===== src/rtl/network_layer_rx_if.sv =====
// Link-side, user-side and credit-return signal bundle for network_layer_rx.
// The slave modport is the receiver's view; master is the surrounding fabric's view.
interface network_layer_rx_if #(
    parameter int unsigned DATA_WIDTH    = 128,
    parameter int unsigned ADDR_WIDTH    = 16,
    parameter int unsigned META_WIDTH    = 16,
    parameter int unsigned CONN_ID_WIDTH = 2,
    parameter int unsigned CREDIT_WIDTH  = 10
);
    logic [DATA_WIDTH-1:0]    link_data;
    logic                     link_valid;
    logic                     link_last;
    logic [CONN_ID_WIDTH-1:0] link_conn_id;
    logic                     link_ready;

    logic [DATA_WIDTH-1:0]    out_data;
    logic                     out_valid;
    logic                     out_ready;
    logic                     out_first;
    logic                     out_last;
    logic [ADDR_WIDTH-1:0]    out_dest_addr;
    logic [ADDR_WIDTH-1:0]    out_src_addr;
    logic [META_WIDTH-1:0]    out_metadata;
    logic                     out_controller;
    logic [CONN_ID_WIDTH-1:0] out_conn_id;

    logic                     credit_valid;
    logic [CONN_ID_WIDTH-1:0] credit_conn_id;
    logic [CREDIT_WIDTH-1:0]  credit_count;

    modport master (
        output link_data, link_valid, link_last, link_conn_id, out_ready,
        input  link_ready, out_data, out_valid, out_first, out_last, out_dest_addr,
               out_src_addr, out_metadata, out_controller, out_conn_id,
               credit_valid, credit_conn_id, credit_count
    );

    modport slave (
        input  link_data, link_valid, link_last, link_conn_id, out_ready,
        output link_ready, out_data, out_valid, out_first, out_last, out_dest_addr,
               out_src_addr, out_metadata, out_controller, out_conn_id,
               credit_valid, credit_conn_id, credit_count
    );
endinterface


===== src/rtl/network_layer_rx.sv =====
// Receive network layer: parses header flits, buffers payload in a FWFT FIFO, batches credit returns.
// Define NET_RX_ADDR_FILTER_EN to drop packets whose destination device differs from my_device_id.
module network_layer_rx #(
    parameter int unsigned DATA_WIDTH      = 128,
    parameter int unsigned ADDR_WIDTH      = 16,
    parameter int unsigned META_WIDTH      = 16,
    parameter int unsigned DEVICE_ID_WIDTH = 10,
    parameter int unsigned USER_ID_WIDTH   = 4,
    parameter int unsigned CONN_ID_WIDTH   = 2,
    parameter int unsigned FIFO_DEPTH      = 16,
    parameter int unsigned CREDIT_BATCH    = 16,
    parameter int unsigned CREDIT_WIDTH    = 10
) (
    input  logic                       clk,
    input  logic                       rst_n,
    input  logic [DEVICE_ID_WIDTH-1:0] my_device_id,
    network_layer_rx_if.slave          nif,
    output logic [31:0]                drop_count
);
    localparam int unsigned NUM_CONN = 1 << CONN_ID_WIDTH;
    localparam int unsigned PTR_W    = $clog2(FIFO_DEPTH);

    typedef enum logic [1:0] {HEADER, PAYLOAD, DROP} state_e;

    typedef struct packed {
        logic [DATA_WIDTH-1:0]    data;
        logic                     first;
        logic                     last;
        logic [ADDR_WIDTH-1:0]    dest;
        logic [ADDR_WIDTH-1:0]    src;
        logic [META_WIDTH-1:0]    meta;
        logic                     ctrl;
        logic [CONN_ID_WIDTH-1:0] conn;
    } word_t;

    state_e                   state_q, state_d;
    logic [ADDR_WIDTH-1:0]    dest_q, dest_d, src_q, src_d;
    logic [META_WIDTH-1:0]    meta_q, meta_d;
    logic                     ctrl_q, ctrl_d, first_q, first_d;
    logic [CONN_ID_WIDTH-1:0] conn_q, conn_d;
    logic                     link_ready_q, link_ready_d;
    logic [31:0]              drop_q, drop_d;

    word_t                    mem_q [FIFO_DEPTH];
    logic [PTR_W-1:0]         wr_ptr_q, wr_ptr_d, rd_ptr_q, rd_ptr_d;
    logic [PTR_W:0]           count_q, count_d;

    logic [CREDIT_WIDTH-1:0]  acc_q [NUM_CONN];
    logic [CREDIT_WIDTH-1:0]  acc_d [NUM_CONN];
    logic [CREDIT_WIDTH-1:0]  inc   [NUM_CONN];
    logic                     credit_valid_q, credit_valid_d;
    logic [CONN_ID_WIDTH-1:0] credit_conn_q, credit_conn_d;
    logic [CREDIT_WIDTH-1:0]  credit_count_q, credit_count_d;

    logic                     accept, push, pop, out_valid, filtered;
    logic                     link_inc, flush_hit;
    logic [CONN_ID_WIDTH-1:0] link_inc_conn, flush_idx;
    logic [ADDR_WIDTH-1:0]    hdr_dest, hdr_src;
    logic [META_WIDTH-1:0]    hdr_meta;
    word_t                    push_word, rd_word;

    assign hdr_meta = nif.link_data[META_WIDTH-1:0];
    assign hdr_src  = nif.link_data[META_WIDTH +: ADDR_WIDTH];
    assign hdr_dest = nif.link_data[META_WIDTH+ADDR_WIDTH +: ADDR_WIDTH];

`ifdef NET_RX_ADDR_FILTER_EN
    assign filtered = hdr_dest[ADDR_WIDTH-1 -: DEVICE_ID_WIDTH] != my_device_id;
`else
    logic unused_dev_id;
    assign unused_dev_id = ^my_device_id;
    assign filtered      = 1'b0;
`endif

    assign accept    = nif.link_valid & link_ready_q;
    assign out_valid = count_q != '0;
    assign pop       = out_valid & nif.out_ready;
    assign rd_word   = out_valid ? mem_q[rd_ptr_q] : word_t'('0);
    assign push_word = '{data: nif.link_data, first: first_q, last: nif.link_last,
                         dest: dest_q, src: src_q, meta: meta_q, ctrl: ctrl_q, conn: conn_q};

    always_comb begin
        state_d       = state_q;
        dest_d        = dest_q;
        src_d         = src_q;
        meta_d        = meta_q;
        ctrl_d        = ctrl_q;
        conn_d        = conn_q;
        first_d       = first_q;
        drop_d        = drop_q;
        push          = 1'b0;
        link_inc      = 1'b0;
        link_inc_conn = conn_q;
        case (state_q)
            HEADER: if (accept) begin
                dest_d        = hdr_dest;
                src_d         = hdr_src;
                meta_d        = hdr_meta;
                ctrl_d        = hdr_dest[2 +: USER_ID_WIDTH] == '1;
                conn_d        = nif.link_conn_id;
                link_inc      = 1'b1;
                link_inc_conn = nif.link_conn_id;
                if (nif.link_last) begin
                    if (drop_q != '1) drop_d = drop_q + 32'd1;
                end else if (filtered) begin
                    state_d = DROP;
                end else begin
                    state_d = PAYLOAD;
                    first_d = 1'b1;
                end
            end
            PAYLOAD: if (accept) begin
                push    = 1'b1;
                first_d = 1'b0;
                if (nif.link_last) state_d = HEADER;
            end
            DROP: if (accept) begin
                link_inc = 1'b1;
                if (nif.link_last) begin
                    state_d = HEADER;
                    if (drop_q != '1) drop_d = drop_q + 32'd1;
                end
            end
            default: state_d = HEADER;
        endcase

        wr_ptr_d = wr_ptr_q + PTR_W'(push);
        rd_ptr_d = rd_ptr_q + PTR_W'(pop);
        count_d  = count_q + (PTR_W+1)'(push) - (PTR_W+1)'(pop);
        // Registered ready looks ahead at next-cycle occupancy so a full FIFO never sees a push.
        link_ready_d = (state_d != PAYLOAD) || (count_d != (PTR_W+1)'(FIFO_DEPTH));

        flush_hit = 1'b0;
        flush_idx = '0;
        for (int unsigned c = 0; c < NUM_CONN; c++) begin
            if (!flush_hit && acc_q[c] >= CREDIT_WIDTH'(CREDIT_BATCH)) begin
                flush_hit = 1'b1;
                flush_idx = CONN_ID_WIDTH'(c);
            end
        end
        for (int unsigned c = 0; c < NUM_CONN; c++) begin
            inc[c] = '0;
            if (link_inc && link_inc_conn == CONN_ID_WIDTH'(c)) inc[c] = inc[c] + CREDIT_WIDTH'(1);
            if (pop && rd_word.conn == CONN_ID_WIDTH'(c))       inc[c] = inc[c] + CREDIT_WIDTH'(1);
            // A flushed accumulator keeps only this cycle's increments.
            if (flush_hit && flush_idx == CONN_ID_WIDTH'(c)) acc_d[c] = inc[c];
            else                                             acc_d[c] = acc_q[c] + inc[c];
        end
        credit_valid_d = flush_hit;
        credit_conn_d  = flush_idx;
        credit_count_d = flush_hit ? acc_q[flush_idx] : '0;
    end

    always_ff @(posedge clk) begin
        if (!rst_n) begin
            state_q        <= HEADER;
            dest_q         <= '0;
            src_q          <= '0;
            meta_q         <= '0;
            ctrl_q         <= 1'b0;
            conn_q         <= '0;
            first_q        <= 1'b0;
            link_ready_q   <= 1'b0;
            drop_q         <= '0;
            wr_ptr_q       <= '0;
            rd_ptr_q       <= '0;
            count_q        <= '0;
            credit_valid_q <= 1'b0;
            credit_conn_q  <= '0;
            credit_count_q <= '0;
            for (int unsigned c = 0; c < NUM_CONN; c++) acc_q[c] <= '0;
        end else begin
            state_q        <= state_d;
            dest_q         <= dest_d;
            src_q          <= src_d;
            meta_q         <= meta_d;
            ctrl_q         <= ctrl_d;
            conn_q         <= conn_d;
            first_q        <= first_d;
            link_ready_q   <= link_ready_d;
            drop_q         <= drop_d;
            wr_ptr_q       <= wr_ptr_d;
            rd_ptr_q       <= rd_ptr_d;
            count_q        <= count_d;
            credit_valid_q <= credit_valid_d;
            credit_conn_q  <= credit_conn_d;
            credit_count_q <= credit_count_d;
            for (int unsigned c = 0; c < NUM_CONN; c++) acc_q[c] <= acc_d[c];
        end
    end

    always_ff @(posedge clk) begin
        if (push) mem_q[wr_ptr_q] <= push_word;
    end

    assign nif.link_ready     = link_ready_q;
    assign nif.out_valid      = out_valid;
    assign nif.out_data       = rd_word.data;
    assign nif.out_first      = rd_word.first;
    assign nif.out_last       = rd_word.last;
    assign nif.out_dest_addr  = rd_word.dest;
    assign nif.out_src_addr   = rd_word.src;
    assign nif.out_metadata   = rd_word.meta;
    assign nif.out_controller = rd_word.ctrl;
    assign nif.out_conn_id    = rd_word.conn;
    assign nif.credit_valid   = credit_valid_q;
    assign nif.credit_conn_id = credit_conn_q;
    assign nif.credit_count   = credit_count_q;
    assign drop_count         = drop_q;
endmodule


===== src/flat_wrapper.sv =====
// flat-port wrapper written by rule: the top's interface ports become plain ports
module network_layer_rx_flat 
#(
    parameter int unsigned DATA_WIDTH      = 128,
    parameter int unsigned ADDR_WIDTH      = 16,
    parameter int unsigned META_WIDTH      = 16,
    parameter int unsigned DEVICE_ID_WIDTH = 10,
    parameter int unsigned USER_ID_WIDTH   = 4,
    parameter int unsigned CONN_ID_WIDTH   = 2,
    parameter int unsigned FIFO_DEPTH      = 16,
    parameter int unsigned CREDIT_BATCH    = 16,
    parameter int unsigned CREDIT_WIDTH    = 10
)
  (clk, rst_n, my_device_id, drop_count, nif_link_data, nif_link_valid, nif_link_last, nif_link_conn_id, nif_out_ready, nif_link_ready, nif_out_data, nif_out_valid, nif_out_first, nif_out_last, nif_out_dest_addr, nif_out_src_addr, nif_out_metadata, nif_out_controller, nif_out_conn_id, nif_credit_valid, nif_credit_conn_id, nif_credit_count);
  network_layer_rx_if #(.DATA_WIDTH(DATA_WIDTH), .ADDR_WIDTH(ADDR_WIDTH), .META_WIDTH(META_WIDTH), .CONN_ID_WIDTH(CONN_ID_WIDTH), .CREDIT_WIDTH(CREDIT_WIDTH)) nif_i ();
  input  logic clk;
  input  logic rst_n;
  input  logic [DEVICE_ID_WIDTH-1:0] my_device_id;
  output logic [31:0] drop_count;
  input wire logic [$bits(nif_i.link_data)-1:0] nif_link_data;
  input wire logic [$bits(nif_i.link_valid)-1:0] nif_link_valid;
  input wire logic [$bits(nif_i.link_last)-1:0] nif_link_last;
  input wire logic [$bits(nif_i.link_conn_id)-1:0] nif_link_conn_id;
  input wire logic [$bits(nif_i.out_ready)-1:0] nif_out_ready;
  output wire logic [$bits(nif_i.link_ready)-1:0] nif_link_ready;
  output wire logic [$bits(nif_i.out_data)-1:0] nif_out_data;
  output wire logic [$bits(nif_i.out_valid)-1:0] nif_out_valid;
  output wire logic [$bits(nif_i.out_first)-1:0] nif_out_first;
  output wire logic [$bits(nif_i.out_last)-1:0] nif_out_last;
  output wire logic [$bits(nif_i.out_dest_addr)-1:0] nif_out_dest_addr;
  output wire logic [$bits(nif_i.out_src_addr)-1:0] nif_out_src_addr;
  output wire logic [$bits(nif_i.out_metadata)-1:0] nif_out_metadata;
  output wire logic [$bits(nif_i.out_controller)-1:0] nif_out_controller;
  output wire logic [$bits(nif_i.out_conn_id)-1:0] nif_out_conn_id;
  output wire logic [$bits(nif_i.credit_valid)-1:0] nif_credit_valid;
  output wire logic [$bits(nif_i.credit_conn_id)-1:0] nif_credit_conn_id;
  output wire logic [$bits(nif_i.credit_count)-1:0] nif_credit_count;
  assign nif_i.link_data = nif_link_data;
  assign nif_i.link_valid = nif_link_valid;
  assign nif_i.link_last = nif_link_last;
  assign nif_i.link_conn_id = nif_link_conn_id;
  assign nif_i.out_ready = nif_out_ready;
  assign nif_link_ready = nif_i.link_ready;
  assign nif_out_data = nif_i.out_data;
  assign nif_out_valid = nif_i.out_valid;
  assign nif_out_first = nif_i.out_first;
  assign nif_out_last = nif_i.out_last;
  assign nif_out_dest_addr = nif_i.out_dest_addr;
  assign nif_out_src_addr = nif_i.out_src_addr;
  assign nif_out_metadata = nif_i.out_metadata;
  assign nif_out_controller = nif_i.out_controller;
  assign nif_out_conn_id = nif_i.out_conn_id;
  assign nif_credit_valid = nif_i.credit_valid;
  assign nif_credit_conn_id = nif_i.credit_conn_id;
  assign nif_credit_count = nif_i.credit_count;
  network_layer_rx #(.DATA_WIDTH(DATA_WIDTH), .ADDR_WIDTH(ADDR_WIDTH), .META_WIDTH(META_WIDTH), .DEVICE_ID_WIDTH(DEVICE_ID_WIDTH), .USER_ID_WIDTH(USER_ID_WIDTH), .CONN_ID_WIDTH(CONN_ID_WIDTH), .FIFO_DEPTH(FIFO_DEPTH), .CREDIT_BATCH(CREDIT_BATCH), .CREDIT_WIDTH(CREDIT_WIDTH)) u_core (.clk(clk), .rst_n(rst_n), .my_device_id(my_device_id), .nif(nif_i), .drop_count(drop_count));
endmodule

===== config.mk =====
export PLATFORM = sky130hd
export DESIGN_NAME = network_layer_rx_flat
export DESIGN_NICKNAME = d
export VERILOG_FILES = /design/src/rtl/network_layer_rx_if.sv /design/src/rtl/network_layer_rx.sv /design/src/flat_wrapper.sv
export SDC_FILE = /design/constraint.sdc
export NUM_CORES = 2
export LEC_CHECK = 0
export ABC_AREA = 1
export BUFFER_PORTS_ARGS = -buffer_cell sky130_fd_sc_hd__buf_4
export CORE_AREA = 2 2 543 545
export CTS_BUF_LIST = sky130_fd_sc_hd__clkbuf_4 sky130_fd_sc_hd__clkbuf_8
export DETAILED_ROUTE_END_ITERATION = 8
export DIE_AREA = 0 0 545 547
export GPL_TIMING_DRIVEN = 0
export PLACE_DENSITY_LB_ADDON = 0.1
export SYNTH_ARGS = -nofsm -noshare
export SYNTH_HDL_FRONTEND = slang
export SYNTH_SLANG_ARGS = --single-unit

===== constraint.sdc =====
create_clock -name clk -period 21.3 [get_ports clk]
set_clock_uncertainty 0.05 [all_clocks]
set_input_delay 4.26 -clock clk [delete_from_list [all_inputs] [get_ports clk]]
set_output_delay 4.26 -clock clk [all_outputs]
set_load 0.05 [all_outputs]

; Word-level counts from Yosys, hierarchy flattened
; Memory sizes are Yosys's and may differ from the RTL's. A register that Yosys moved wholly into a read port is not among the register bits.
; Cells that the tools add are included.
[word_totals]
reg_bits = 103
ramBits = 2936
inputBits = 145
word_cells = 132
memories = 2
[op_classes]
addsub = 13
order_cmp = 4
n_eq_ne = 18
mux = 43
bitwise_logic = 6
reduce_logical = 32
[mem_list]
columns = memory, depth, word_bits, read_ports, rd_clocked_by_memory_dff, write_ports, line_no
row1 = u_core.mem_q, 16, 181, 1, 1, 1, network_layer_rx.sv:44  ; word_t mem_q [FIFO_DEPTH];
row2 = u_core.acc_q, 4, 10, 5, 1, 4, network_layer_rx.sv:48  ; logic [CREDIT_WIDTH-1:0] acc_q [NUM_CONN];
[op_table]
columns = cell, count
row1 = $mux 181, 1
row2 = $mux 10, 12
row3 = $add 10x10->10, 4
row4 = $ge 10x5->1 const B, 4
row5 = $add 32x1->32 const B, 1
row6 = $ne 32x32->1 const B, 1
row7 = $mux 1, 19
row8 = $mux 2, 8
row9 = $logic_and 1x1->1, 15
row10 = $eq 2x2->1 const B, 7
row11 = $add 1x1->2 const B, 4
row12 = $add 4x1->4, 2
row13 = $eq 2x1->1 const B, 4
row14 = $logic_not 2->1, 4
row15 = $reduce_and 4->1, 2
row16 = $ne 2x1->1 const B, 3
row17 = $add 5x1->5, 1
row18 = $ne 5x5->1 const B, 1
row19 = $reduce_bool 5->1, 1
row20 = $sub 5x1->5, 1
row21 = $eq 4x4->1 const B, 1
row22 = $logic_not 1->1, 4
row23 = $mux 4, 1
row24 = $or 1x1->1, 4
row25 = 8 further kinds, 11

; Logic depth before layout (Yosys ltp)
; An unclocked memory read counts as a cell.
[logic_depth]
ltp_word = 16
depth_mapped = 23

; Worst setup path after synthesis
; No wires, ideal clock.
[synth_timing]
path_kind = input to register
start = input nif_link_valid
end = memory u_core.mem_q[11][0] (netlist bit), enable pin
t_arrival_ns = 12.379
t_required_ns = 20.524
slack_ns = 8.145
cell_stages = 4
cell_sequence = nand2_1 -> nor2_1 -> nand3_1 -> nor2_1
[synth_via]
elab_chain_len = 5
[synth_rtl]
columns = element, line_no
row1 = start: declaration, flat_wrapper.sv:21  ; input wire logic [$bits(nif_i.link_valid)-1:0] nif_link_valid;
row2 = $and 1x1->1, network_layer_rx.sv:74  ; assign accept = nif.link_valid & link_ready_q;
row3 = $mux 1, network_layer_rx.sv:111  ; PAYLOAD: if (accept) begin
row4 = $mux 1, network_layer_rx.sv:93  ; case (state_q)
row5 = $mux 1, network_layer_rx.sv:192  ; if (push) mem_q[wr_ptr_q] <= push_word;
row6 = $mux 1 (not written as such), network_layer_rx.sv:192
row7 = end: declaration, network_layer_rx.sv:44
; No other way between the ends.

==> impl_results.html <==
<table>
<tr><th>Metric</th><th>Value</th></tr>
<tr><th colspan="2">Setup path</th></tr>
<tr><td>CP endpoint kind</td><td>output pin</td></tr>
<tr><td>Cell type of the slowest stage on the worst timing path</td><td>clkbuf_2</td></tr>
<tr><td>Worst Path Buf+Inv</td><td>5</td></tr>
<tr><td>Crit path max fanout</td><td>10</td></tr>
<tr><td>Top cell family by delay on the critical path</td><td>buffers and inverters</td></tr>
<tr><td>Critical path startpoint category</td><td>register</td></tr>
<tr><td>Classification of the worst setup path</td><td>register to output pin</td></tr>
<tr><td>Reg2reg setup slack</td><td>16.28 ns</td></tr>
<tr><td>CP peak stage delay</td><td>0.83 ns</td></tr>
<tr><td>Critical-path cell list</td><td>clkbuf_2, clkbuf_2, buf_12, clkbuf_1, o211ai_1, a21oi_1, buf_4</td></tr>
<tr><td>Most repeated library cell on the critical path</td><td>clkbuf_2</td></tr>
<tr><td>Signal arrival time at the worst endpoint</td><td>5.17 ns</td></tr>
<tr><td>CP required</td><td>16.99 ns</td></tr>
<tr><th colspan="2">Timing</th></tr>
<tr><td>Final setup violation count</td><td>0</td></tr>
<tr><td>Count of final max-slew check failures</td><td>11</td></tr>
<tr><td>Max Freq</td><td>106 MHz</td></tr>
<tr><td>Min Clock Period, post-route</td><td>9.48 ns</td></tr>
<tr><td>RSZ-0062 raised after global routing</td><td>false</td></tr>
<tr><td>Worst slew margin</td><td>-2.26%</td></tr>
<tr><td>Post-route fraction of the period consumed by the critical path</td><td>44.5%</td></tr>
<tr><td>Worst slew pin tran</td><td>1.53 ns</td></tr>
<tr><td>Endpoints failing hold</td><td>0</td></tr>
<tr><th colspan="2">Clock network</th></tr>
<tr><td>Post-CTS setup buffer count</td><td>0</td></tr>
<tr><td>TritonCTS clock tree</td><td>done</td></tr>
<tr><td>PostCTS Resize Cnt</td><td>0</td></tr>
<tr><td>TritonCTS sink count</td><td>3049</td></tr>
<tr><td>CTS root buffer</td><td>clkbuf_8</td></tr>
<tr><td>Clock edge transition at the registers on the reported setup and hold paths</td><td>0.06 ns</td></tr>
<tr><td>Clock network latency to the later pin of the worst-skew pair</td><td>1.19 ns</td></tr>
<tr><td>CTS HTree Levels</td><td>6</td></tr>
<tr><td>Maximum count of clock buffers along a single path</td><td>4</td></tr>
<tr><td>Number of buffers created by CTS</td><td>536</td></tr>
<tr><td>Number of hold-repair buffers added at the cts stage</td><td>0</td></tr>
<tr><th colspan="2">Drt</th></tr>
<tr><td>Routed length on met3</td><td>42700 microns</td></tr>
<tr><td>First-pass detailed-route iteration total</td><td>6</td></tr>
<tr><td>Violation count after the first detailed-routing iteration</td><td>10400</td></tr>
<tr><td>Antenna Violating Nets Remaining</td><td>0</td></tr>
<tr><td>Wirelength, routed</td><td>446000 microns</td></tr>
<tr><td>Average wire per cell in the routed design</td><td>31.2 microns</td></tr>
<tr><td>Routed vias</td><td>83600</td></tr>
<tr><td>Vias per std cell</td><td>5.85</td></tr>
<tr><td>Routed met2 length</td><td>205000 microns</td></tr>
<tr><td>Top Layer Used</td><td>met5</td></tr>
<tr><td>Met1 layer wirelength in the final routing</td><td>182000 microns</td></tr>
<tr><td>DRC violations left</td><td>0</td></tr>
<tr><th colspan="2">Synthesis</th></tr>
<tr><td>Netlist Area Pre-Place</td><td>119000 sq um</td></tr>
<tr><td>Most used standard cell by instance count after synthesis</td><td>edfxtp_1</td></tr>
<tr><td>Yosys warnings</td><td>0</td></tr>
<tr><td>Synth unique cells</td><td>38</td></tr>
<tr><td>Proportion of synthesized chip area in sequential cells</td><td>75.5%</td></tr>
<tr><td>Most area-consuming cells after synthesis</td><td>edfxtp_1, o21ai_0, nor2_1</td></tr>
<tr><td>Ys async rst share</td><td>0%</td></tr>
<tr><td>Area fraction of the dominant cell type after synthesis</td><td>72.9%</td></tr>
<tr><td>Most instantiated cells after synthesis</td><td>edfxtp_1, nor2_1, o21ai_0</td></tr>
<tr><td>Cell count after synthesis</td><td>8907</td></tr>
<tr><td>Average cell area after synthesis</td><td>13.4 sq um</td></tr>
<tr><td>Cell accounting for the most synthesized area</td><td>edfxtp_1</td></tr>
<tr><td>Primary FF master, synth</td><td>edfxtp_1</td></tr>
<tr><td>Number of synthesized flops with an enable pin</td><td>2896</td></tr>
<tr><td>Post-synthesis register bit count</td><td>3049</td></tr>
<tr><th colspan="2">Global routing</th></tr>
<tr><td>Total track usage</td><td>29.2%</td></tr>
<tr><td>Global route overflow</td><td>0</td></tr>
<tr><td>First-pass GRT wire length</td><td>615000 microns</td></tr>
<tr><td>Pin count of the biggest net entering global routing</td><td>29</td></tr>
<tr><td>Vias in the first global route</td><td>81000</td></tr>
<tr><td>Antenna violations before repair</td><td>50</td></tr>
<tr><th colspan="2">Job</th></tr>
<tr><td>Max-capacitance violation count</td><td>1</td></tr>
<tr><th colspan="2">Hold path</th></tr>
<tr><td>Class of the tightest hold or removal check</td><td>register to register</td></tr>
<tr><th colspan="2">Place</th></tr>
<tr><td>GPL Wtd Cong</td><td>0.842</td></tr>
<tr><td>Instance count after placement with tap cells included</td><td>13300</td></tr>
<tr><td>Port-buffer cells</td><td>361</td></tr>
<tr><td>Final HPWL from detailed placement</td><td>296000 microns</td></tr>
<tr><th colspan="2">Floorplanning</th></tr>
<tr><td>Effective utilization at floorplan</td><td>40.8%</td></tr>
<tr><td>Std-Cell Core Area</td><td>293000 sq um</td></tr>
<tr><td># IOs</td><td>373</td></tr>
<tr><td>Die area</td><td>298000 sq um</td></tr>
<tr><td>Horizontal extent of the die</td><td>545 microns</td></tr>
<tr><td>Placement row count</td><td>199</td></tr>
<tr><td>Die boundary height</td><td>547 microns</td></tr>
<tr><th colspan="2">Status</th></tr>
<tr><td>Outcome</td><td>complete, but fails checks</td></tr>
<tr><td>Violated checks</td><td>capacitance limit, slew limit</td></tr>
<tr><th colspan="2">Finish</th></tr>
<tr><td>Final Instance Count excl. Fillers</td><td>14300</td></tr>
<tr><td>Share of layout cells above drive strength 1</td><td>15.1%</td></tr>
<tr><td>Final layout net count</td><td>10100</td></tr>
<tr><td>Area growth, synth to finish</td><td>17.8%</td></tr>
<tr><th colspan="2">Power</th></tr>
<tr><td>LEAKAGE</td><td>0.0455 uW</td></tr>
<tr><td>Maximum vdd ir drop</td><td>137 uV</td></tr>
<tr><td>Post-layout power</td><td>17400 uW</td></tr>
<tr><td>PD cells</td><td>123 nW/um^2</td></tr>
</table>
kinds of logic after synthesis:
logic type | synth area share, %
adders and majority gates | 0.367
other | 0.00314
buffers and inverters | 2.80
muxes | 0.00839
xor gates and xnor gates | 0.257
DFF | 75.5
AOI/OAI and AO/OA | 13.3
and+or+nand+nor | 7.77
sequential cells by signal (all words and copies together) (netlist names), 2 cells and up:
name	cells
u_core.mem_q	2896
u_core.acc_q	40
u_core.drop_count	32
u_core.dest_q	16
u_core.meta_q	16
u_core.src_q	16
u_core.nif.credit_count	10
u_core.count_q	5
u_core.rd_ptr_q	4
u_core.wr_ptr_q	4
u_core.conn_q	2
u_core.nif.credit_conn_id	2
u_core.state_q	2
path summary, 6_finish.rpt:
kind,start,endpoint,cells after the start
max,u_core.rd_ptr_q[3],nif_out_metadata[11],7
min,u_core.acc_q[2][9],u_core.acc_q[2][9],2
max reg2reg,u_core.state_q[0],u_core.acc_q[3][8],16
min reg2reg,u_core.acc_q[2][9],u_core.acc_q[2][9],2
where the power goes:
group / leakage, uW / total (uW) / internal (uW) / switching [uW]
logic: 0.0127 / 5400 / 1200 / 4200
registers: 0.0274 / 6660 / 6600 / 62.4
clock network: 0.00536 / 5290 / 2770 / 2520
cell usage in the layout (no fill, tap or decap), types with 10 or more instances in the layout:
cell / instances
buf_16: 16
clkbuf_4: 172
nand3_1: 253
buf_1: 18
o21ai_0: 1507
clkinv_1: 119
clkbuf_2: 16
clkbuf_1: 427
buf_6: 21
buf_2: 134
inv_1: 103
o211ai_1: 359
edfxtp_1: 2896
xor2_1: 23
nor3_1: 18
buf_12: 138
dfxtp_1: 153
clkinv_2: 29
o221ai_1: 358
o21ai_1: 10
nor2_1: 1838
clkinvlp_4: 14
ha_1: 27
a21oi_1: 248
diode_2: 27
o22ai_1: 186
buf_4: 399
inv_8: 16
inv_6: 13
xnor2_1: 12
nor2_4: 16
nand2_1: 199
clkbuf_8: 548
layout make-up:
type / instances / area (sq um)
timing repair buffer: 517 / 5940
sequential: 3049 / 90000
clock inverter: 209 / 1360
inverter: 110 / 415
fill: 26000 / 152000
buffer: 654 / 2940
clock buffer: 720 / 8830
antenna: 27 / 67.6
multi-input combinational: 5098 / 26000
tap: 3919 / 4900
tightest hold or removal path, stage by stage, from the launching register on:
cell	delay [ns]
dfxtp_1	0.32
o21ai_0	0.07
a21oi_1	0.06
stage by stage:
step	cell area [sq um]	hold slack (ns)	worst slack [ns]	setup TNS, ns	utilization [%]
final	141000	0.446	11.82	0	48.0
after global routing	140000	0.465	11.78	0	48.0
after CTS	140000	0.450	11.93	0	48.0
after detailed placement	130000	0.444	12.46	0	44.5
after global placement	127000	0.429	-3.04	-6050.12	43.4
after floorplan	119000	0.413	8.15	0	-
per-layer routing:
metal / GRT usage [%] / up-vias
li1: - / 35900
met1: 40.0 / 42700
met2: 45.5 / 4311
met3: 6.59 / 761
met4: 10.5 / 24
met5: 0 / -
Power figures use the tool's default switching activity.
